[src/rtl/adc_block_averager_if.sv]
// Handshake bundle between the ADC sample stream, the block averager
// and its result consumer. master = stimulus/consumer side, slave = averager.
// Signals: ipData/ipValid/ipClear sample stream, opData/opMin/opMax/opValid
// result, ipReady accept, opOverrun/ipOverrunClr sticky overrun flag.
interface adc_block_averager_if #(
  parameter int DATA_WIDTH = 14
);
  logic [DATA_WIDTH-1:0] ipData;
  logic                  ipValid;
  logic                  ipClear;
  logic [DATA_WIDTH-1:0] opData;
  logic [DATA_WIDTH-1:0] opMin;
  logic [DATA_WIDTH-1:0] opMax;
  logic                  opValid;
  logic                  ipReady;
  logic                  opOverrun;
  logic                  ipOverrunClr;

  modport master (
    output ipData, ipValid, ipClear,
    output ipReady, ipOverrunClr,
    input  opData, opMin, opMax,
    input  opValid, opOverrun
  );

  modport slave (
    input  ipData, ipValid, ipClear,
    input  ipReady, ipOverrunClr,
    output opData, opMin, opMax,
    output opValid, opOverrun
  );
endinterface

[src/rtl/adc_block_averager.sv]
// Block averager: rounded mean, min and max over 2^LOG2_N unsigned samples.
// Ports: ipClk, ipReset (async, active-high), bus (slave modport) carrying
// the sample stream, the held result with valid/ready and the overrun flag.
module adc_block_averager #(
  parameter int DATA_WIDTH = 14,
  parameter int LOG2_N     = 4
) (
  input  logic ipClk,
  input  logic ipReset,
  adc_block_averager_if.slave bus
);
  localparam int N  = 1 << LOG2_N;
  localparam int CW = (LOG2_N > 0) ? LOG2_N : 1;
  localparam int AW = DATA_WIDTH + LOG2_N;
  localparam logic [AW-1:0] RND = AW'(N / 2);
  localparam logic [CW-1:0] LAST = CW'(N - 1);

  logic [AW-1:0]         acc_q, acc_d;
  logic [CW-1:0]         cnt_q, cnt_d;
  logic [DATA_WIDTH-1:0] mn_q, mn_d;
  logic [DATA_WIDTH-1:0] mx_q, mx_d;
  logic [DATA_WIDTH-1:0] data_q, data_d;
  logic [DATA_WIDTH-1:0] min_q, min_d;
  logic [DATA_WIDTH-1:0] max_q, max_d;
  logic                  vld_q, vld_d;
  logic                  ovr_q, ovr_d;

  logic [AW-1:0]         acc_sum;
  logic [AW-1:0]         rnd_sum;
  logic [DATA_WIDTH-1:0] smp_mn;
  logic [DATA_WIDTH-1:0] smp_mx;
  logic                  take;
  logic                  done;

  // Sums include the current sample so the completing
  // sample is part of its own block's result.
  assign acc_sum = acc_q + AW'(bus.ipData);
  assign rnd_sum = acc_sum + RND;
  assign smp_mn  = (bus.ipData < mn_q) ? bus.ipData : mn_q;
  assign smp_mx  = (bus.ipData > mx_q) ? bus.ipData : mx_q;
  assign take    = bus.ipValid & ~bus.ipClear;
  assign done    = take & (cnt_q == LAST);

  always_comb begin
    acc_d  = acc_q;
    cnt_d  = cnt_q;
    mn_d   = mn_q;
    mx_d   = mx_q;
    data_d = data_q;
    min_d  = min_q;
    max_d  = max_q;
    vld_d  = vld_q;
    ovr_d  = ovr_q;

    if (bus.ipClear || done) begin
      acc_d = '0;
      cnt_d = '0;
      mn_d  = '1;
      mx_d  = '0;
    end else if (take) begin
      acc_d = acc_sum;
      cnt_d = cnt_q + CW'(1);
      mn_d  = smp_mn;
      mx_d  = smp_mx;
    end

    if (bus.ipOverrunClr) ovr_d = 1'b0;

    if (done) begin
      data_d = DATA_WIDTH'(rnd_sum >> LOG2_N);
      min_d  = smp_mn;
      max_d  = smp_mx;
      vld_d  = 1'b1;
      // A new result over an unread one sets the
      // flag; the set beats a same-cycle clear.
      if (vld_q && !bus.ipReady) ovr_d = 1'b1;
    end else if (vld_q && bus.ipReady) begin
      vld_d = 1'b0;
    end
  end

  always_ff @(posedge ipClk or posedge ipReset) begin
    if (ipReset) begin
      acc_q  <= '0;
      cnt_q  <= '0;
      mn_q   <= '1;
      mx_q   <= '0;
      data_q <= '0;
      min_q  <= '0;
      max_q  <= '0;
      vld_q  <= 1'b0;
      ovr_q  <= 1'b0;
    end else begin
      acc_q  <= acc_d;
      cnt_q  <= cnt_d;
      mn_q   <= mn_d;
      mx_q   <= mx_d;
      data_q <= data_d;
      min_q  <= min_d;
      max_q  <= max_d;
      vld_q  <= vld_d;
      ovr_q  <= ovr_d;
    end
  end

  assign bus.opData    = data_q;
  assign bus.opMin     = min_q;
  assign bus.opMax     = max_q;
  assign bus.opValid   = vld_q;
  assign bus.opOverrun = ovr_q;
endmodule
[src/flat_wrapper.sv]
// flat-port wrapper written by rule: the top's interface ports become plain ports
module adc_block_averager_flat 
#(
  parameter int DATA_WIDTH = 14,
  parameter int LOG2_N     = 4
)
  (ipClk, ipReset, bus_ipData, bus_ipValid, bus_ipClear, bus_ipReady, bus_ipOverrunClr, bus_opData, bus_opMin, bus_opMax, bus_opValid, bus_opOverrun);
  adc_block_averager_if #(.DATA_WIDTH(DATA_WIDTH)) bus_i ();
  input  logic ipClk;
  input  logic ipReset;
  input wire logic [$bits(bus_i.ipData)-1:0] bus_ipData;
  input wire logic [$bits(bus_i.ipValid)-1:0] bus_ipValid;
  input wire logic [$bits(bus_i.ipClear)-1:0] bus_ipClear;
  input wire logic [$bits(bus_i.ipReady)-1:0] bus_ipReady;
  input wire logic [$bits(bus_i.ipOverrunClr)-1:0] bus_ipOverrunClr;
  output wire logic [$bits(bus_i.opData)-1:0] bus_opData;
  output wire logic [$bits(bus_i.opMin)-1:0] bus_opMin;
  output wire logic [$bits(bus_i.opMax)-1:0] bus_opMax;
  output wire logic [$bits(bus_i.opValid)-1:0] bus_opValid;
  output wire logic [$bits(bus_i.opOverrun)-1:0] bus_opOverrun;
  assign bus_i.ipData = bus_ipData;
  assign bus_i.ipValid = bus_ipValid;
  assign bus_i.ipClear = bus_ipClear;
  assign bus_i.ipReady = bus_ipReady;
  assign bus_i.ipOverrunClr = bus_ipOverrunClr;
  assign bus_opData = bus_i.opData;
  assign bus_opMin = bus_i.opMin;
  assign bus_opMax = bus_i.opMax;
  assign bus_opValid = bus_i.opValid;
  assign bus_opOverrun = bus_i.opOverrun;
  adc_block_averager #(.DATA_WIDTH(DATA_WIDTH), .LOG2_N(LOG2_N)) u_core (.ipClk(ipClk), .ipReset(ipReset), .bus(bus_i));
endmodule
[config.mk]
export PLATFORM = sky130hd
export DESIGN_NAME = adc_block_averager_flat
export DESIGN_NICKNAME = d
export VERILOG_FILES = /design/src/rtl/adc_block_averager_if.sv /design/src/rtl/adc_block_averager.sv /design/src/flat_wrapper.sv
export SDC_FILE = /design/constraint.sdc
export NUM_CORES = 1
export LEC_CHECK = 0
export BUFFER_PORTS_ARGS = -buffer_cell sky130_fd_sc_hd__buf_2
export CAP_MARGIN = 20
export CORE_ASPECT_RATIO = 0.9
export CORE_MARGIN = 2
export CORE_UTILIZATION = 49
export DETAILED_ROUTE_END_ITERATION = 10
export PLACE_DENSITY_LB_ADDON = 0.12
export SLEW_MARGIN = 20
export SYNTH_ARGS = -nofsm -noshare
export SYNTH_HDL_FRONTEND = slang
export SYNTH_SLANG_ARGS = --single-unit
[constraint.sdc]
create_clock -name ipClk -period 4.2 [get_ports ipClk]
set_clock_uncertainty 0.05 [all_clocks]
set_input_delay 0.84 -clock ipClk [delete_from_list [all_inputs] [get_ports ipClk]]
set_output_delay 0.84 -clock ipClk [all_outputs]
set_load 0.02 [all_outputs]
==> results of run 1 <==
through the flow:
step | cell area, µm² | instances | hold WS (ns) | utilization (%) | setup WS (ns)
after floorplan | 5450 | 559 | 0.404 | - | 0.841
after global placement | 5910 | 756 | 0.406 | 54.4 | 0.442
after detailed placement | 5910 | 756 | 0.412 | 54.4 | 0.388
after CTS | 6280 | 772 | 0.429 | 57.8 | 0.759
after global routing | 6280 | 772 | 0.446 | 57.8 | 0.469
final | 6280 | 772 | 0.422 | 57.8 | 0.706
state kept, by name (all words and copies together), names as in the netlist:
signal,count
u_core.acc_q,18
u_core.mx_q,14
u_core.mn_q,14
u_core.bus.opOverrun,1
u_core.bus.opData,14
u_core.cnt_q,4
u_core.bus.opMin,14
u_core.bus.opMax,14
u_core.bus.opValid,1
cells in the final DEF, fill, tap and decap left out, types with 3 or more instances in the layout:
| master | Yosys | routed |
|---|---|---|
| nand3_1 | 3 | 3 |
| nor3_1 | 4 | 4 |
| clkinv_4 | 0 | 3 |
| mux2i_1 | 15 | 15 |
| and2_1 | 3 | 3 |
| a31oi_1 | 3 | 3 |
| nand4_1 | 10 | 10 |
| nand2_1 | 69 | 69 |
| dfstp_2 | 14 | 14 |
| a21oi_2 | 3 | 4 |
| o21ai_1 | 5 | 5 |
| clkbuf_16 | 0 | 9 |
| a22o_1 | 24 | 24 |
| o21bai_1 | 4 | 4 |
| bufinv_16 | 0 | 4 |
| o211ai_1 | 3 | 3 |
| a211oi_1 | 4 | 4 |
| a21o_1 | 9 | 9 |
| nand2b_1 | 3 | 3 |
| nor2_1 | 34 | 34 |
| xnor2_1 | 14 | 14 |
| dfrtp_1 | 80 | 80 |
| a21oi_1 | 28 | 27 |
| o22a_1 | 14 | 14 |
| buf_4 | 2 | 9 |
| xor2_1 | 13 | 13 |
| ha_1 | 43 | 43 |
| buf_2 | 7 | 63 |
| inv_1 | 30 | 29 |
| o21ai_0 | 56 | 56 |
| o21a_1 | 6 | 6 |
area by class of cell:
type / instances / area (µm²) / area share (%)
Multi-Input combinational cell: 407 / 2830 / 45.1
Inverter: 30 / 114 / 1.81
Clock buffer: 9 / 225 / 3.59
Timing Repair Buffer: 73 / 403 / 6.42
Clock inverter: 7 / 146 / 2.33
Tap cell: 152 / 190 / 3.03
Sequential cell: 94 / 2370 / 37.7
path summary, 6_finish.rpt:
path | from | endpoint | cells after the start
worst min-delay path | u_core.bus.opMin[11] | u_core.bus.opMin[11] | 2
worst min register to register | u_core.bus.opMin[11] | u_core.bus.opMin[11] | 2
worst max-delay path | bus_ipData[0] | u_core.bus.opData[13] | 12
min in group asynchronous | ipReset | u_core.bus.opMax[7] | 2
max in group asynchronous | ipReset | u_core.mn_q[4] | 3
worst max register to register | u_core.acc_q[0] | u_core.bus.opData[13] | 11
power breakdown:
| group | internal, µW | switching, µW | leakage [µW] |
|---|---|---|---|
| Combinational | 226 | 347 | 0.00171 |
| Sequential | 953 | 29.7 | 0.00125 |
| Clock | 645 | 362 | 0.000180 |
cell families after synthesis:
logic type | count (synthesis)
AND/OR/NAND/NOR | 142
AO/OA/AOI/OAI | 176
multiplexers | 16
adder cells (fa/ha/maj) | 44
flip-flops | 94
buffers and inverters | 58
XOR/XNOR | 29
worst max-delay path: cells and delay by family:
kind                     cells  cell delay [ns]
AO/OA/AOI/OAI                4             0.85
XOR/XNOR                     2             0.35
adder cells (fa/ha/maj)      2             0.64
buffers and inverters        1             0.14
AND/OR/NAND/NOR              3             0.84
layer usage:
| layer | vias to the layer above | track usage [%] | wire [µm] |
|---|---|---|---|
| met1 | 2025 | 32.8 | 6090 |
| met5 | - | 0 | 0 |
| li1 | 2114 | - | - |
| met4 | 0 | 5.59 | 131 |
| met2 | 77 | 32.9 | 5370 |
| met3 | 9 | 5.59 | 524 |
==> results_dict.tcl, run 1 <==
set metrics [dict create \
    grt_pass1_wl_um 21200 \
    arrival_ns 3.66 \
    power_density_mw_per_mm2 408 \
    syn_area_mm2 0.00545 \
    dominantRegCellSynth "dfrtp_1" \
    die_w_um 115 \
    gp_congestion 0.957 \
    cts_buffers 9 \
    synth_xor_area_share_pct 4.93 \
    synth_adder_area_share_pct 10.2 \
    ys_top_cells_by_count "dfrtp_1 (80), nand2_1 (69), o21ai_0 (56)" \
    fillers 969 \
    required_ns 4.37 \
    end_kind "flip-flop" \
    fin_crit_sh_pct 83.2 \
    core-area_mm2 0.0109 \
    yosys_warnings 0 \
    postSynthCellCount 559 \
    tightest_slew_ns 0.910 \
    rsz0062_at_grt "false" \
    synthesis.nets 623 \
    postCtsSetupRepairBufs 0 \
    hpwl_um 8710 \
    antenna_cells 0 \
    peakVddDrop_mv 0.237 \
    synth-edff-count 0 \
    cts_tree "done" \
    initial_core_util_pct 50.2 \
    max_freq_mhz 286 \
    path_class "input port to flip-flop" \
    yosys.area_share.simple_pct 11.9 \
    via_per_inst 5.47 \
    ys_ff_latch 94 \
    p_leak_uw 0.00314 \
    worstHoldPathType "flip-flop to flip-flop" \
    finalSetupViolations 0 \
    synth_top_area_share_pct 36.7 \
    status "finished, final reports clean" \
    drt_wl_total_um 12100 \
    grt_pass1_vias 4185 \
    final_hold_viol_count 0 \
    grt_max_degree 84 \
    grt_overflow_total 0 \
    synth.largest_area_cell "dfrtp_1" \
    dieArea_mm2 0.0120 \
    vias 4225 \
    cts_num_sinks 94 \
    path_max_fanout 7 \
    grt_use_total_pct 22.3 \
    synthMuxAreaShare_pct 2.96 \
    cts_buffer_depth 2 \
    first_iter_violations 304 \
    synth_top_family_by_area "compound AO/OA/AOI/OAI gates" \
    die_h_um 104 \
    clk_pin_slew_ns 0.07 \
    synth_area_leaders "dfrtp_1 (37%), ha_1 (9.9%), dfstp_2 (6.7%)" \
    cp_slowest_stage_delay_ns 0.41 \
    io_buffers 63 \
    maxCapViolations 0 \
    synth_most_common_cell "dfrtp_1" \
    period_minus_slack_ns 3.49 \
    max_slew_margin_pct 39.3 \
    cts_resized 0 \
    crit_slowest_cell "fa_1" \
    avgSynthCellArea_um2 9.75 \
    clk_latency_ns 0.36 \
    drc 0 \
    io_pins 64 \
    final_antenna_net_count 0 \
    crit_chain "buf_2 -> ha_1 -> fa_1 -> a211oi_1 -> o21bai_1 -> a22oi_1 -> xor2_1 -> nand4bb_1 -> nor4_2 -> nand4_1 -> xnor2_1 -> o21ai_1" \
    async_flop_share_pct 100 \
    hold_buffers 0 \
    finalMaxSlewViolations 0 \
    total_power_uw 2560 \
    synth-compound-area-share_pct 21.8 \
    setup_tns_ns 0 \
    yosysUniqueCellTypes 63 \
    cp-start-kind "input port" \
    htree_num_levels 3 \
    dr.pass1.iters 5 \
    wl_per_cell_um 15.7 \
    cts_root_buffer "clkbuf_16" \
    area_growth_pct 15.2 \
    rows 36 \
    reg2reg_slack_ns 0.97 \
    antenna_found_initial 0 \
    layout-drive-gt1-share_pct 19.8 \
    nNetsFinal 679 \
    yosysSeqAreaShare_pct 43.5 \
]
(Power assumes the default switching activity.)
==> run 2, diff against run 1 <==
clock period = 3.34 ns   (was 4.2 ns; I/O delays follow)
==> run 2 against run 1 <==
Count of clock-buffer cells in the layout rose by 4. Worst hold slack worse by 0.064 ns. Global-route usage fell by 0.33 points. Largest cell class unchanged. Largest power group is now registers.
==> results_dict.tcl, run 2 (same netlist as run 1, synthesis figures left out) <==
set metrics [dict create \
    status "finished, final reports clean" \
    total_power_uw 3110 \
    regArea_mm2 0.00237 \
    p_leak_uw 0.00330 \
    setup_tns_ns 0 \
    multi_input_area_mm2 0.00283 \
    final_antenna_net_count 0 \
    top_register "u_core.acc_q" \
    finalSetupViolations 0 \
    antenna_found_initial 0 \
    grt_use_total_pct 22.0 \
    initial_core_util_pct 50.2 \
    die_h_um 104 \
    wl_per_cell_um 15.5 \
    power_density_mw_per_mm2 478 \
    max_freq_mhz 323 \
    path_max_fanout 3 \
    layout-drive-gt1-share_pct 24.1 \
    rows 36 \
    final_common_cell "dfrtp_1" \
    dieArea_mm2 0.0120 \
    worstHoldPathType "input port to async pin" \
    period_minus_slack_ns 3.10 \
    drc 0 \
    postCtsSetupRepairBufs 0 \
    clk_pin_slew_ns 0.06 \
    final_hold_viol_count 0 \
    grt_pass1_vias 4236 \
    die_w_um 115 \
    peakVddDrop_mv 0.466 \
    tightest_slew_ns 0.720 \
    cts_root_buffer "clkbuf_16" \
    arrival_ns 3.26 \
    cts_num_sinks 94 \
    grt_overflow_total 0 \
    via_per_inst 5.40 \
    dr.pass1.iters 4 \
    reg2reg_slack_ns 0.30 \
    nNetsFinal 718 \
    cts_tree "done" \
    cts_buffers 9 \
    htree_num_levels 3 \
    largest_register_ff_count 18 \
    vias 4380 \
    antenna_cells 0 \
    first_iter_violations 218 \
    hpwl_um 9300 \
    whs_ns 0.358 \
    cts_buffer_depth 2 \
    end_kind "flip-flop" \
    rsz0062_at_grt "false" \
    fillers 975 \
    grt_pass1_wl_um 20900 \
    gp_congestion 0.948 \
    max_slew_margin_pct 52.0 \
    maxCapViolations 0 \
    path_class "input port to flip-flop" \
    reg2reg_depth 12 \
    r2r_start "u_core.acc_q[0]" \
    core-area_mm2 0.0109 \
    area_growth_pct 19.1 \
    io_pins 64 \
    finalMaxSlewViolations 0 \
    fin_crit_sh_pct 92.8 \
    io_buffers 63 \
    final_util_pct 59.8 \
    grt_max_degree 84 \
    r2r_end "u_core.bus.opData[13]" \
    hold_buffers 0 \
    required_ns 3.50 \
    cp-start-kind "input port" \
    drt_wl_total_um 12500 \
    final_cell_mix "dfrtp_1 (80), nand2_1 (69), buf_2 (63)" \
    cts_resized 0 \
    clk_latency_ns 0.35 \
]
-- run 2: cell types whose count changed in the layout (fill, tap and decap cells not counted), sizes merged --
cell	change
buf	+39
bufinv	-3
clkbuf	+4
clkinv	-1
-- run 2: worst max-delay path by stage --
stage / slack (ns) / startpoint / to
finish: 0.24 / bus_ipData[0] / u_core.bus.opData[13]
global route: 0.01 / bus_ipData[0] / u_core.bus.opData[13]
CTS: 0.26 / bus_ipData[0] / u_core.bus.opData[13]
detailed placement: -0.11 / bus_ipData[0] / u_core.bus.opData[13]
global placement: -0.07 / bus_ipData[7] / u_core.mx_q[1]
floorplan: 0.15 / bus_ipData[0] / u_core.bus.opData[10]
-- run 2: metal layers --
layer	up-vias	track usage, %	wire length (µm)
met5	-	0	0
met4	0	4.99	141
met3	12	5.48	467
met2	79	33.3	5540
met1	2109	31.8	6390
li1	2180	-	-
-- run 2: final cells by class --
cell class | instances | area share (%)
Clock inverter | 3 | 0.674
Tap cell | 152 | 2.93
Inverter | 30 | 1.75
Clock buffer | 13 | 3.85
Multi-Input combinational cell | 407 | 43.6
Timing Repair Buffer | 112 | 10.7
Sequential cell | 94 | 36.5
-- run 2: report_power, final --
| part | total (µW) | switching [µW] | internal (µW) |
|---|---|---|---|
| Combinational | 835 | 462 | 373 |
| Clock | 1040 | 435 | 602 |
| Sequential | 1240 | 36.6 | 1200 |
-- run 2: per-stage QoR --
| stage | area (µm²) | cells | setup slack (ns) |
|---|---|---|---|
| floorplan | 5450 | 559 | 0.153 |
| global placement | 6200 | 795 | -0.0669 |
| detailed placement | 6200 | 795 | -0.115 |
| CTS | 6490 | 811 | 0.261 |
| global route | 6490 | 811 | 0.0131 |
| finish | 6490 | 811 | 0.242 |
-- run 2: worst max-delay path, cell delays in order --
cell,delay [ns]
buf_2,0.11
ha_1,0.22
fa_1,0.39
a211oi_1,0.25
buf_4,0.15
o21bai_1,0.09
a22oi_1,0.19
xor2_1,0.12
nand4bb_1,0.30
nor4_2,0.35
nand4_1,0.15
xnor2_1,0.19
o21ai_1,0.08
==> run 3, diff against run 2 <==
RECOVER_POWER = 100   (was default)
==> run 3 against run 2 <==
The run now ends with capacitance limit, slew limit left. Non-clock buffer count did not move. Total power fell by 1.1%. Largest power group unchanged. Design area fell by 2.0%. Sequential share of layout area rose by 0.73 points. Global-route usage did not move. Final cell count did not move.
==> results_dict.tcl, run 3 (same netlist as run 1, synthesis figures left out) <==
set metrics [dict create \
    cp_slowest_stage_delay_ns 0.42 \
    cts_tree "done" \
    design_area_mm2 0.00637 \
    status "finished with violations" \
    io_buffers 63 \
    peakVddDrop_mv 0.465 \
    required_ns 3.52 \
    path_max_fanout 10 \
    nNetsFinal 718 \
    grt_pass1_wl_um 20900 \
    cts_root_buffer "clkbuf_16" \
    placed_cell_area_mm2 0.00620 \
    hold_buffers 0 \
    cts_buffers 9 \
    worstHoldPathType "flip-flop to flip-flop" \
    layout_setup_ws_ns 0.177 \
    grt_overflow_total 0 \
    grtUsageMet3_pct 5.48 \
    max_freq_mhz 316 \
    cts_resized 0 \
    layout.cells.non_filler 811 \
    fin_crit_sh_pct 94.7 \
    critical_path.n_buffers_inverters 3 \
    rsz0062_at_grt "false" \
    crit_family "compound AO/OA/AOI/OAI gates" \
    grt_util_met1_pct 31.8 \
    end_kind "flip-flop" \
    total_power_uw 3070 \
    cts_buffer_depth 2 \
    dr.pass1.iters 4 \
    first_iter_violations 265 \
    via_per_inst 5.35 \
    htree_num_levels 3 \
    io_pins 64 \
    final_hold_viol_count 0 \
    dpl.cell_count 795 \
    crit_slowest_cell "a211oi_1" \
    hpwl_um 9300 \
    layout-drive-gt1-share_pct 15.2 \
    drc 0 \
    initial_core_util_pct 50.2 \
    area_growth_pct 16.8 \
    clk_latency_ns 0.35 \
    max_slew_margin_pct -19.8 \
    clk_pin_slew_ns 0.06 \
    grt_pass1_vias 4236 \
    core-area_mm2 0.0109 \
    crit_chain "buf_2 -> buf_4 -> ha_1 -> a21o_1 -> a21o_1 -> a21oi_1 -> nor2_1 -> a211oi_1 -> a21oi_1 -> and2_0 -> buf_4 -> a22o_1" \
    wl_per_cell_um 15.5 \
    power_density_mw_per_mm2 483 \
    maxCapViolations 1 \
    arrival_ns 3.35 \
    finalMaxSlewViolations 41 \
    tightest_slew_ns 1.79 \
    grt_util_met2_pct 33.3 \
    grt.busiest_layer "met2" \
    violations "capacitance limit, slew limit" \
    finalSetupViolations 0 \
    grt_max_degree 84 \
    final_common_cell "dfrtp_1" \
    cp-start-kind "input port" \
    drt_wl_total_um 12500 \
    gp_congestion 0.948 \
    grt_use_total_pct 22.0 \
    dp_slack_ns -0.115 \
    die_h_um 104 \
    largest_register_ff_count 18 \
    final_antenna_net_count 0 \
    top_register "u_core.acc_q" \
    period_minus_slack_ns 3.16 \
    vias 4336 \
    antenna_cells 0 \
    postCtsSetupRepairBufs 0 \
    die_w_um 115 \
    dieArea_mm2 0.0120 \
    path_class "input port to flip-flop" \
    cts_num_sinks 94 \
    rows 36 \
    p_leak_uw 0.00305 \
    final_cell_mix "dfrtp_1 (80), nand2_1 (69), o21ai_0 (58)" \
    antenna_found_initial 0 \
]
[run 3: cell types whose count changed in the layout (fill, tap and decap cells not counted), sizes merged]
cell / delta
clkinv: -1
clkbuf: +59
clkinvlp: +1
buf: -59
[run 3: path summary, 6_finish.rpt]
check / from / endpoint / slack, ns / cells after the start
worst max-delay path: bus_ipData[7] / u_core.mx_q[0] / 0.18 / 12
worst min-delay path: u_core.bus.opMax[10] / u_core.bus.opMax[10] / 0.43 / 2
worst max register to register: u_core.acc_q[0] / u_core.bus.opData[13] / 0.32 / 12
worst min register to register: u_core.bus.opMax[10] / u_core.bus.opMax[10] / 0.43 / 2
max in group asynchronous: ipReset / u_core.mx_q[6] / 0.53 / 3
min in group asynchronous: ipReset / u_core.bus.opMax[7] / 0.70 / 2
[run 3: report_power, final]
part	total (µW)	internal (µW)	switching, µW
clock	1040	602	436
sequential	1240	1200	36.8
combinational	798	343	455
[run 3: layout make-up]
cell class	instances	area, µm²
Fill cell	1019	4490
Multi-Input combinational cell	407	2810
Sequential cell	94	2370
Timing Repair Buffer	112	591
Clock buffer	13	250
Tap cell	152	190
Inverter	30	114
Clock inverter	3	43.8
[run 3: tightest hold or removal path: stages, from the launching register on]
cell	delay (ns)
dfrtp_1	0.34
nand2_1	0.04
o21ai_0	0.06
[run 3: through the flow]
| step | utilization [%] | hold slack, ns | setup TNS [ns] |
|---|---|---|---|
| floorplan | - | 0.404 | 0 |
| global placement | 57.1 | 0.405 | -0.716 |
| detailed placement | 57.1 | 0.415 | -0.462 |
| CTS | 59.8 | 0.381 | 0 |
| global route | 58.7 | 0.432 | 0 |
| finish | 58.7 | 0.425 | 0 |
[run 3: metal layers]
metal	up-vias	part of all wire [%]
li1	2181	-
met1	2054	50
met2	91	44
met3	10	4.7
met4	0	1.0
met5	-	0
